--- src/rtl/sar_conv_ctrl.sv ---
// Conversion sequencer for an asynchronous SAR ADC macro: sampling window, timed
// conversion with abort, and a single-entry valid/ready result register.
module sar_conv_ctrl #(
  parameter int unsigned ADC_BITS       = 8,
  parameter int unsigned SAMPLE_CYCLES  = 4,
  parameter int unsigned TIMEOUT_CYCLES = 64,
  parameter int unsigned CNT_W          = 8
) (
  input  logic                clk,
  input  logic                rst,
  input  logic                start,
  input  logic                cont_en,
  input  logic                compl,
  input  logic [0:ADC_BITS-1] adc_data,
  output logic                sample,
  output logic                adc_rst,
  output logic                busy,
  output logic [ADC_BITS-1:0] out_data,
  output logic                out_valid,
  input  logic                out_ready,
  output logic                err_timeout,
  output logic                err_overrun
);

  typedef enum logic [1:0] {
    IDLE,
    SAMPLE,
    CONVERT,
    CAPTURE
  } state_t;

  localparam logic [CNT_W-1:0] SAMPLE_LAST  = CNT_W'(SAMPLE_CYCLES - 1);
  localparam logic [CNT_W-1:0] TIMEOUT_LAST = CNT_W'(TIMEOUT_CYCLES - 1);

  state_t           state, state_next;
  logic [CNT_W-1:0] cnt, cnt_next;
  logic [1:0]       sync;
  logic             compl_s;
  logic             timeout_next;
  logic             capture;
  logic             overrun;

  always_ff @(posedge clk or negedge rst) begin
    if (!rst) begin
      sync <= '0;
    end else begin
      sync <= {sync[0], compl};
    end
  end

  assign compl_s = sync[1];

  always_ff @(posedge clk or negedge rst) begin
    if (!rst) begin
      state <= IDLE;
      cnt   <= '0;
    end else begin
      state <= state_next;
      cnt   <= cnt_next;
    end
  end

  always_comb begin
    state_next   = state;
    cnt_next     = cnt;
    timeout_next = 1'b0;
    sample       = 1'b0;
    adc_rst      = 1'b0;
    busy         = 1'b1;
    unique case (state)
      IDLE: begin
        adc_rst  = 1'b1;
        busy     = 1'b0;
        cnt_next = '0;
        if (start || cont_en) state_next = SAMPLE;
      end
      SAMPLE: begin
        sample  = 1'b1;
        adc_rst = 1'b1;
        if (cnt == SAMPLE_LAST) begin
          state_next = CONVERT;
          cnt_next   = '0;
        end else begin
          cnt_next = cnt + CNT_W'(1);
        end
      end
      CONVERT: begin
        // End-of-conversion wins over a timeout landing on the same edge.
        if (compl_s) begin
          state_next = CAPTURE;
          cnt_next   = '0;
        end else if (cnt == TIMEOUT_LAST) begin
          state_next   = IDLE;
          cnt_next     = '0;
          timeout_next = 1'b1;
        end else begin
          cnt_next = cnt + CNT_W'(1);
        end
      end
      CAPTURE: begin
        cnt_next   = '0;
        state_next = cont_en ? SAMPLE : IDLE;
      end
      default: begin
        state_next = IDLE;
        cnt_next   = '0;
      end
    endcase
  end

  assign capture = (state == CAPTURE);
  assign overrun = capture && out_valid && !out_ready;

  always_ff @(posedge clk or negedge rst) begin
    if (!rst) begin
      out_data    <= '0;
      out_valid   <= 1'b0;
      err_timeout <= 1'b0;
      err_overrun <= 1'b0;
    end else begin
      err_timeout <= timeout_next;
      err_overrun <= overrun;
      if (capture && !overrun) begin
        // Positional copy: adc_data[0] (MSB) lands in out_data[ADC_BITS-1].
        out_data  <= adc_data;
        out_valid <= 1'b1;
      end else if (out_valid && out_ready) begin
        out_valid <= 1'b0;
      end
    end
  end

endmodule

--- config.mk ---
export PLATFORM = sky130hd
export DESIGN_NAME = sar_conv_ctrl
export DESIGN_NICKNAME = d
export VERILOG_FILES = /design/src/rtl/sar_conv_ctrl.sv
export SDC_FILE = /design/constraint.sdc
export NUM_CORES = 1
export LEC_CHECK = 0
export CAP_MARGIN = 30
export CELL_PAD_IN_SITES_DETAIL_PLACEMENT = 0
export CELL_PAD_IN_SITES_GLOBAL_PLACEMENT = 1
export CORE_ASPECT_RATIO = 2
export CORE_MARGIN = 2
export CORE_UTILIZATION = 36
export CTS_CLUSTER_SIZE = 8
export DETAILED_ROUTE_END_ITERATION = 8
export PLACE_DENSITY_LB_ADDON = 0.1
export SETUP_SLACK_MARGIN = 0.2
export SYNTH_ARGS = -nofsm -noshare
export SYNTH_HDL_FRONTEND = slang
export SYNTH_SLANG_ARGS = --single-unit
--- constraint.sdc ---
create_clock -name clk -period 2.12 [get_ports clk]
set_input_delay 0.424 -clock clk [delete_from_list [all_inputs] [get_ports clk]]
set_output_delay 0.424 -clock clk [all_outputs]
set_load 0.02 [all_outputs]
==> summary.md <==
* run status: complete, no violations
* Die Width: 40.8 um
* Synth Register Bits: 23
* share of synthesized area occupied by flip-flops and latches: 59.1%
* routed via count: 724
* number of diodes added for antenna fixing: 0
* number of global-route vias before repair: 788
* area of the core: 2570 um^2
* # Post-CTS Setup Buffers: 0
* count of different cell masters after synthesis: 29
* relative slew slack: 75.3%
* total CTS buffers: 3
* top achievable clock speed: 556 MHz
* Post-DP HPWL: 1.55 mm
* Clock Tree Buf Depth: 2
* most common cell after layout, fill and taps aside: clkdlybuf4s50_1
* Cell Pwr Density: 1280 nW/um^2
* CP Class: register to output port
* routed length per placed instance: 14.1 um
* final net count: 127
* Hold WC Path Type: register to register
* Crit Reg-Reg Startpoint: cnt[0]$_DFF_PN0_
* post-detailed-routing wire length: 1.97 mm
* cells along the critical path: inv_1 > clkdlybuf4s50_1
* peak per-stage delay on the critical path: 0.60 ns
* number of sinks driven by the clock tree: 23
* total power consumption of the routed design: 1.72 mW
* family with the most delay on the worst path: buffers and inverters
* hold violation count in the final report: 0
* total area of multi-input combinational cells: 382 um^2
* area used by sequential logic in the layout: 576 um^2
* setup repair after global routing missed its margin: false
* area delta synth->final: 37.5%
* Worst Setup End Kind: output port
* overall die height: 77.5 um
* Slowest-stage cell, CP: clkdlybuf4s50_1
* # DRC: 0
* final period demand of the worst path: 1.80 ns
* source-to-sink clock delay at the later pin of the worst-skew pair: 0.26 ns
* detailed-route vias per instance: 5.21
* post-layout util: 52.1%
* total global-route track usage: 15.4%
* length of the first detailed-routing pass in iterations: 2
* worst slew pin tran: 0.370 ns
* number of buffer and inverter stages on the critical path: 2
* worst-case clock skew: 0.00353 ns
* ratio of cells with drive above 1 in the final layout: 17.1%
* portion of the clock cycle consumed by the worst path in the final layout: 84.8%
* leakage power summed over all cells: 0.559 nW
* post-synthesis instance area: 973 um^2
* most frequent cells in the layout: clkdlybuf4s50_1 (25), dfrtp_1 (23), mux2_2 (8)
* starting density of the core: 37.9%
* initial antenna violation count: 0
* Post-Syn Instances: 78
* Hold WS: 0.351 ns
* Critical path origin: state[1]$_DFFE_PN0P_
* number of placement rows: 26
* largest net degree at the start of global routing: 24
* Port Buffer Count: 27
* violation count after the first detailed-route iteration: 11
* Final Setup Violations: 0
* element type at the critical path start: register
* ports placed on the boundary: 28
* number of H-tree levels: 1
* min-delay src: sync[0]$_DFF_PN0_
* setup ws final: 0.322 ns
* Setup WS pre-CTS: 0.324 ns
* routability-driven placement congestion ratio: 0.670
* area of the die: 3160 um^2
* clk root buf: clkbuf_8
* remaining global-route overflow: 0
* total negative slack for setup checks: 0 ns
* global-route wire length before repair: 3.26 mm
* largest driver fanout on the critical path: 6
* Filler Cells Inserted: 273
* Synth Area per Inst: 12.5 um^2
* count of nets left with antenna violations after detail routing: 0
* Syn Nets: 93
* CP arrival: 1.37 ns
* clock tree from TritonCTS: done
* Worst VDD drop: 0.499 mV
* Ys Warns: 0
* final slew viol count: 0
* required time worst endpoint: 1.70 ns
* clock-pin slew on the worst setup and hold paths: 0.07 ns
* Max Cap Violations: 0
[synth_stat cells]
cell        n  area (um^2)
o21ai_2     1         8.76
nor2b_1     2         12.5
inv_1       3         11.3
or2_2       1         6.26
nand2_1     4         15.0
ha_1        1         12.5
mux2_2      8         90.1
o21ai_0     3         15.0
nor3_1      1         5.00
dfrtp_1    23          576
o21bai_1    1         7.51
or3_1       3         18.8
a22oi_1     3         22.5
or4_4       1         11.3
o2bb2ai_1   1         8.76
nand3_1     4         20.0
a21boi_1    1         7.51
xnor2_1     1         8.76
or3b_4      1         11.3
a21oi_1     4         20.0
nor4_1      1         6.26
nand4_1     1         6.26
a221o_1     1         10.0
xor2_1      2         17.5
buf_2       1         5.00
o21ai_4     1         16.3
nor3b_1     1         7.51
nand2b_1    2         12.5
nor2_1      1         3.75
[logic make-up (layout without fill, tap and decap cells)]
logic type,count (synthesis),count (layout),synth area share [%]
DFF,23,23,59.1
AOI/OAI and AO/OA,16,16,12.0
and+or+nand+nor,23,23,14.0
buffers and inverters,4,37,1.67
muxes,8,8,9.25
xor gates and xnor gates,3,3,2.70
adders and majority gates,1,1,1.29
[per-stage QoR]
step / cell area (um^2) / std cells
final: 1340 / 139
after floorplan: 973 / 78
after global routing: 1340 / 139
after CTS: 1340 / 139
after global placement: 1300 / 135
after detailed placement: 1300 / 135
[sequential cells by signal, summed over array words and instances (netlist names)]
signal       cells
err_timeout      1
out_valid        1
sync             2
cnt              8
state            2
out_data         8
err_overrun      1
[report_power, final]
group          internal (mW)  total (mW)  switching (mW)
Combinational          0.415       0.800           0.385
Sequential             0.570       0.658          0.0884
Clock                  0.134       0.259           0.126
Total                   1.12        1.72           0.599
[timing repair]
| item | in CTS | in global routing |
|---|---|---|
| resized for setup | 2 | 0 |
| hold buffers | 0 | 0 |
| endpoints found under the setup margin | 2 | 0 |
[layout make-up]
class,count,area share [%]
Timing Repair Buffer,30,21.7
Inverter,3,0.841
Sequential cell,23,43.0
Multi-Input combinational cell,51,28.5
Tap cell,28,2.62
Clock buffer,4,3.36
[path summary, 6_finish.rpt]
check / cells after the start / endpoint / slack, ns
worst min-delay path: 0 / sync[1]$_DFF_PN0_ / 0.35
worst min register to register: 0 / sync[1]$_DFF_PN0_ / 0.35
max in group asynchronous: 2 / err_timeout$_DFF_PN0_ / 1.36
worst max register to register: 4 / cnt[6]$_DFF_PN0_ / 0.37
worst max-delay path: 2 / adc_rst / 0.32
min in group asynchronous: 2 / out_data[1]$_DFFE_PN0P_ / 0.53
[metal layers]
metal	track usage, %	wire (um)
met5	0	0
met4	9.33	40
met3	3.71	83
met2	27.3	1210
met1	13.6	635
Power figures use the tool's default switching activity.
